--- config.mk ---
export PLATFORM = sky130hd
export DESIGN_NAME = spi_load_slave
export DESIGN_NICKNAME = d
export VERILOG_FILES = /design/src/rtl/spi_load_slave.sv
export SDC_FILE = /design/constraint.sdc
export NUM_CORES = 1
export LEC_CHECK = 0
export ABC_AREA = 1
export CELL_PAD_IN_SITES_DETAIL_PLACEMENT = 1
export CELL_PAD_IN_SITES_GLOBAL_PLACEMENT = 2
export CORE_MARGIN = 2
export CORE_UTILIZATION = 35
export CTS_CLUSTER_SIZE = 30
export DETAILED_ROUTE_END_ITERATION = 12
export PLACE_DENSITY_LB_ADDON = 0.1
export SLEW_MARGIN = 20
export SYNTH_ARGS = -nofsm -noshare
export SYNTH_HDL_FRONTEND = slang
export SYNTH_SLANG_ARGS = --single-unit
--- constraint.sdc ---
create_clock -name i_clk -period 3.15 [get_ports i_clk]
set_input_delay 0.7875 -clock i_clk [delete_from_list [all_inputs] [get_ports i_clk]]
set_output_delay 0.7875 -clock i_clk [all_outputs]
set_load 0.05 [all_outputs]
--- src/rtl/spi_load_slave.sv ---
// spi_load_slave
// ---------------------------------------------------------------------------
// SPI mode-0 slave that decodes the flash-load byte stream into 32-bit memory
// writes on a valid/ready bus. The pad signals are synchronized into i_clk,
// assembled into bytes, and fed to a small command FSM:
//   0x01 + 4 address bytes (MSB first) -> load write address
//   0x02 + 4 data bytes    (MSB first) -> issue one write, address auto-steps
//   anything else                      -> skip bytes until chip select rises
//
// Ports
//   i_clk, i_rst      system clock, synchronous active-high reset
//   i_sclk, i_cs_n,   SPI pads, asynchronous to i_clk
//   i_mosi
//   o_miso            status byte {6'b0, o_wr_valid, o_overflow}, MSB first
//   o_wr_valid        write request pending
//   i_wr_ready        downstream takes the write when high with o_wr_valid
//   o_wr_addr         write byte address
//   o_wr_data         write data
//   o_overflow        sticky: a completed data word was dropped
//
// Handshake: o_wr_valid, once raised, stays high with o_wr_addr/o_wr_data
// stable until a cycle in which i_wr_ready is also high; that cycle is the
// transfer, and o_wr_valid drops on the following cycle unless a new word
// completes in that same cycle.
// ---------------------------------------------------------------------------
module spi_load_slave #(
  parameter int          SYNC_STAGES = 2,
  parameter int unsigned ADDR_INC    = 4
) (
  input  logic        i_clk,
  input  logic        i_rst,
  input  logic        i_sclk,
  input  logic        i_cs_n,
  input  logic        i_mosi,
  output logic        o_miso,
  output logic        o_wr_valid,
  input  logic        i_wr_ready,
  output logic [31:0] o_wr_addr,
  output logic [31:0] o_wr_data,
  output logic        o_overflow
);

  typedef enum logic [1:0] {
    ST_IDLE = 2'd0,
    ST_ADDR = 2'd1,
    ST_DATA = 2'd2,
    ST_SKIP = 2'd3
  } state_t;

  // ---------------------------------------------------------------------
  // Pad synchronizers and edge detection
  // ---------------------------------------------------------------------
  logic [SYNC_STAGES-1:0] sclk_sync_q, cs_sync_q, mosi_sync_q;
  logic sclk_s, cs_s, mosi_s;
  logic sclk_prev_q, cs_prev_q;
  logic rise_q, fall_q, cs_rise_q, mosi_q;

  always_ff @(posedge i_clk) begin
    if (i_rst) begin
      sclk_sync_q <= '0;
      cs_sync_q   <= '1;   // deselected
      mosi_sync_q <= '0;
    end else begin
      sclk_sync_q <= {sclk_sync_q[SYNC_STAGES-2:0], i_sclk};
      cs_sync_q   <= {cs_sync_q[SYNC_STAGES-2:0], i_cs_n};
      mosi_sync_q <= {mosi_sync_q[SYNC_STAGES-2:0], i_mosi};
    end
  end

  assign sclk_s = sclk_sync_q[SYNC_STAGES-1];
  assign cs_s   = cs_sync_q[SYNC_STAGES-1];
  assign mosi_s = mosi_sync_q[SYNC_STAGES-1];

  // mosi_q is registered alongside rise_q so the sampled bit lines up with
  // the rising-edge strobe.
  always_ff @(posedge i_clk) begin
    if (i_rst) begin
      sclk_prev_q <= 1'b0;
      cs_prev_q   <= 1'b1;
      rise_q      <= 1'b0;
      fall_q      <= 1'b0;
      cs_rise_q   <= 1'b0;
      mosi_q      <= 1'b0;
    end else begin
      sclk_prev_q <= sclk_s;
      cs_prev_q   <= cs_s;
      rise_q      <= sclk_s & ~sclk_prev_q & ~cs_s;
      fall_q      <= ~sclk_s & sclk_prev_q & ~cs_s;
      cs_rise_q   <= cs_s & ~cs_prev_q;
      mosi_q      <= mosi_s;
    end
  end

  // ---------------------------------------------------------------------
  // Byte assembler. The completed byte is read from rx_sh_q while
  // byte_stb_q is high (one cycle after the 8th rising-edge strobe).
  // ---------------------------------------------------------------------
  logic [2:0] bit_cnt_q;
  logic [7:0] rx_sh_q;
  logic       byte_stb_q;

  always_ff @(posedge i_clk) begin
    if (i_rst) begin
      bit_cnt_q  <= 3'd0;
      rx_sh_q    <= 8'h00;
      byte_stb_q <= 1'b0;
    end else begin
      byte_stb_q <= 1'b0;
      if (cs_s) begin
        bit_cnt_q <= 3'd0;   // deselect drops any partial byte
      end else if (rise_q) begin
        rx_sh_q   <= {rx_sh_q[6:0], mosi_q};
        bit_cnt_q <= bit_cnt_q + 3'd1;
        if (bit_cnt_q == 3'd7) begin
          byte_stb_q <= 1'b1;
        end
      end
    end
  end

  // ---------------------------------------------------------------------
  // Command FSM and write port
  // ---------------------------------------------------------------------
  state_t      state_q, state_d;
  logic [1:0]  idx_q, idx_d;
  logic [31:0] addr_sh_q, addr_sh_d;
  // Only the first three data bytes are held; the fourth completes the
  // word directly into o_wr_data.
  logic [23:0] data_sh_q, data_sh_d;
  logic        addr_pend_q, addr_pend_d;
  logic        wr_valid_q, wr_valid_d;
  logic [31:0] wr_addr_q, wr_addr_d;
  logic [31:0] wr_data_q, wr_data_d;
  logic        overflow_q, overflow_d;
  logic        accept;
  logic        can_take;

  assign accept   = wr_valid_q & i_wr_ready;
  // The write slot is free if nothing is pending or it empties this cycle.
  assign can_take = ~wr_valid_q | accept;

  always_ff @(posedge i_clk) begin
    if (i_rst) begin
      state_q     <= ST_IDLE;
      idx_q       <= 2'd0;
      addr_sh_q   <= 32'h0;
      data_sh_q   <= 24'h0;
      addr_pend_q <= 1'b0;
      wr_valid_q  <= 1'b0;
      wr_addr_q   <= 32'h0;
      wr_data_q   <= 32'h0;
      overflow_q  <= 1'b0;
    end else begin
      state_q     <= state_d;
      idx_q       <= idx_d;
      addr_sh_q   <= addr_sh_d;
      data_sh_q   <= data_sh_d;
      addr_pend_q <= addr_pend_d;
      wr_valid_q  <= wr_valid_d;
      wr_addr_q   <= wr_addr_d;
      wr_data_q   <= wr_data_d;
      overflow_q  <= overflow_d;
    end
  end

  always_comb begin
    state_d     = state_q;
    idx_d       = idx_q;
    addr_sh_d   = addr_sh_q;
    data_sh_d   = data_sh_q;
    addr_pend_d = addr_pend_q;
    wr_valid_d  = wr_valid_q;
    wr_addr_d   = wr_addr_q;
    wr_data_d   = wr_data_q;
    overflow_d  = overflow_q;

    // Transfer: a deferred address load wins over the auto-increment.
    if (accept) begin
      wr_valid_d = 1'b0;
      if (addr_pend_q) begin
        wr_addr_d   = addr_sh_q;
        addr_pend_d = 1'b0;
      end else begin
        wr_addr_d = wr_addr_q + 32'(ADDR_INC);
      end
    end

    if (state_q == ST_SKIP && cs_rise_q) begin
      state_d = ST_IDLE;
    end

    if (byte_stb_q) begin
      case (state_q)
        ST_IDLE: begin
          idx_d = 2'd0;
          case (rx_sh_q)
            8'h01:   state_d = ST_ADDR;
            8'h02:   state_d = ST_DATA;
            default: state_d = ST_SKIP;
          endcase
        end
        ST_ADDR: begin
          addr_sh_d = {addr_sh_q[23:0], rx_sh_q};
          idx_d     = idx_q + 2'd1;
          if (idx_q == 2'd3) begin
            state_d = ST_IDLE;
            if (can_take) begin
              wr_addr_d   = addr_sh_d;
              addr_pend_d = 1'b0;
            end else begin
              addr_pend_d = 1'b1;   // load once the pending write drains
            end
          end
        end
        ST_DATA: begin
          data_sh_d = {data_sh_q[15:0], rx_sh_q};
          idx_d     = idx_q + 2'd1;
          if (idx_q == 2'd3) begin
            state_d = ST_IDLE;
            if (can_take) begin
              wr_data_d  = {data_sh_q, rx_sh_q};
              wr_valid_d = 1'b1;
            end else begin
              overflow_d = 1'b1;    // new word dropped, pending one kept
            end
          end
        end
        default: ;                  // ST_SKIP: bytes ignored
      endcase
    end
  end

  // ---------------------------------------------------------------------
  // MISO status shifter. Reloaded continuously between bytes so bit 7 is
  // on the pin before the first rising edge of each byte.
  // ---------------------------------------------------------------------
  logic [7:0] tx_sh_q;

  always_ff @(posedge i_clk) begin
    if (i_rst) begin
      tx_sh_q <= 8'h00;
    end else if (bit_cnt_q == 3'd0) begin
      tx_sh_q <= {6'b0, wr_valid_q, overflow_q};
    end else if (fall_q) begin
      tx_sh_q <= {tx_sh_q[6:0], 1'b0};
    end
  end

  assign o_miso     = ~cs_s & tx_sh_q[7];
  assign o_wr_valid = wr_valid_q;
  assign o_wr_addr  = wr_addr_q;
  assign o_wr_data  = wr_data_q;
  assign o_overflow = overflow_q;

endmodule
==> reports/results.ini <==
[logic_synthesis]
syn_area_sq_um = 6930
postSynthCellCount = 929
ys_warn_count = 0
avgSynthCellArea_sq_um = 7.46
syn_nets = 945
yosysUniqueCellTypes = 45
synth-seq-cells = 159
seq_area_frac_synth_pct = 45.9

[sta]
fmaxAchievable_mhz = 390
fin_crit_ns = 2.56
final-setup-viol-count = 0
clock_skew_ns = 0.0112
fin_ws_ns = 0.587
rsz0062_at_grt = false
worstMarginPinSlew_ns = 0.707
final-hold-violation-count = 0
slew_headroom_pct = 52.8
fin_crit_sh_pct = 81.4
setup_tns_ns = 0
slew_viol_final = 0

[cells_and_area]
diodes = 0
most-common-layout-cells = nor2_1 (160), dfxtp_1 (159), o21ai_0 (136)
num-fill-cells = 2410
layout-drive-gt1-share_pct = 8.51
synthToLayoutAreaGrowth_pct = 22.3
postLayoutCellArea_sq_um = 8480
nNetsFinal = 1002
utilization_pct = 43.5
layout_commonest_cell = nor2_1

[worst_setup_path]
crit_path_end_kind = output port
crit_chain = clkdlybuf4s50_1
r2r_start = state_q[1]
path_depth = 1
cp_top_family = buffers and inverters
crit_type = flop to output port
rr_endpoint = addr_sh_q[10]
r2r_slack_ns = 1.13
slowest_delay_ns = 0.86
arrival_ns = 1.78
slowest_stage = clkdlybuf4s50_1
reg2regPathDepth = 7
cp_max_fo = 6
start_kind = flop
required_ns = 2.36
critical_path_buf_inv_count = 1

[clock_network]
cts_tree = built
root_buffer = clkbuf_16
cts_num_sinks = 159
insertion_delay_ns = 0.43
post-cts-setup-buffers = 0
clock_path_buffers = 2
cts_hold_buf = 0
post_cts_resized = 0
htree_levels = 4
clk_pin_slew_worst_paths_ns = 0.07
numCtsBuffers = 17

[detailed_routing]
drt_iter0_markers = 373
ant_nets = 0
routed_wl_um = 20500
via_per_inst = 4.97
vias = 6277
post-route-drc-count = 0
dr.pass1.iters = 4
wl_per_cell_um = 16.2

[global_route]
antenna_found_initial = 0
overflow = 0
grt_pass1_wl_um = 33400
grt_max_degree = 56
grt_usage_pct = 20.5
grt_pass1_vias = 6170

[die]
rows = 51
coreArea_sq_um = 19500
die_h_um = 145
die-area_sq_um = 20900
start_util_pct = 35.6
die_w_um = 145
io_pins = 73

[power_and_ir_drop]
p_leak_nw = 3.16
peakVddDrop_mv = 0.375
p_per_area_nw_per_um2 = 496
power_mw = 4.20

[placed_design]
hpwl_um = 14500
placed_cell_area_sq_um = 7880
numPortBuffers = 72
place_ws_ns = 0.643
gp_congestion = 0.785

[hold_path]
hp-start = cs_prev_q
worstHoldEndpoint = cs_rise_q
min_path_cells = 1
hold_path_class = flop to flop

[flow_run]
maxCapViolCount = 0

[run_status]
status = completed

[final cells by class]
class,instances,area [sq um],share of cell area [%]
repair buffers,85,843,9.95
clock inverters,15,175,2.07
well taps,265,332,3.91
multi-input cells,641,3210,37.9
flip-flops and latches,159,3180,37.6
inverters,82,308,3.63
clock buffers,17,425,5.02
[sequential cells by signal, summed over array words and instances (netlist names), 2 cells and up]
name,cells
o_wr_data,32
rx_sh_q,8
sclk_sync_q,2
cs_sync_q,2
data_sh_q,24
mosi_sync_q,2
bit_cnt_q,3
addr_sh_q,32
state_q,2
idx_q,2
o_wr_addr,32
tx_sh_q,8
[how the worst max path moves through the flow]
stage | end | start | slack (ns)
3_3_place_gp | o_wr_addr[14] | i_wr_ready | 0.69
6_report | o_wr_addr[25] | o_wr_addr[25] | 0.59
2_1_floorplan | o_wr_addr[22] | o_wr_addr[3] | 1.28
5_1_grt | o_wr_addr[20] | o_wr_addr[20] | 0.53
4_1_cts | o_wr_addr[25] | o_wr_addr[25] | 0.54
3_5_place_dp | o_wr_addr[14] | i_wr_ready | 0.64
[kinds of logic (layout without fill, tap and decap cells)]
group | Yosys count | after routing | share of synthesized area [%]
and+or+nand+nor | 346 | 346 | 22.2
DFF | 159 | 159 | 45.9
adders and majority gates | 10 | 10 | 1.81
xor gates and xnor gates | 7 | 7 | 0.885
AOI/OAI and AO/OA | 278 | 278 | 21.5
buffers and inverters | 129 | 199 | 7.73
[report_power, final]
part / internal, mW / total, mW / switching [mW]
logic: 0.0244 / 0.0707 / 0.0464
clock network: 1.20 / 2.12 / 0.920
registers: 2.01 / 2.02 / 0.00215
[worst register-to-register path: cells and delay by family, from the launching register on]
| family | cells | cell delay (ns) |
|---|---|---|
| adder cells (fa/ha/maj) | 1 | 0.18 |
| buffers and inverters | 3 | 0.85 |
| flip-flops | 1 | 0.42 |
| AO/OA/AOI/OAI | 2 | 0.36 |
| AND/OR/NAND/NOR | 1 | 0.08 |
[routing by layer]
layer | wire length (um) | global-route usage, % | part of all wire [%]
met1 | 10400 | 28.7 | 51
met2 | 9200 | 32.5 | 45
met3 | 596 | 3.62 | 2.9
met4 | 344 | 6.03 | 1.7
met5 | 0 | 0 | 0
[per-stage QoR]
step | std cells | hold WS [ns]
5_1_grt | 1264 | 0.403
3_3_place_gp | 1232 | 0.377
4_1_cts | 1264 | 0.393
2_1_floorplan | 929 | 0.367
6_report | 1264 | 0.388
3_5_place_dp | 1232 | 0.376
[synth_stat cells (all sizes together)]
library cell,n,area [sq um]
nor2,175,757
dfxtp,159,3180
o21ai,140,701
nand2,119,479
a21oi,113,573
inv,81,304
nand3,39,218
clkbuf,30,124
buf,17,104
a221oi,12,118
ha,10,125
or2,5,31.3
xor2,4,35.0
a31oi,3,18.8
nand4,3,18.8
o211ai,3,22.5
xnor2,3,26.3
a211oi,2,15.0
nand3b,2,15.0
a22oi,1,7.51
and2,1,6.26
clkinv,1,3.75
nor3,1,5.00
nor4,1,6.26
o21a,1,7.51
o21bai,1,7.51
o221ai,1,8.76
o31ai,1,7.51
Power figures use the tool's default switching activity.
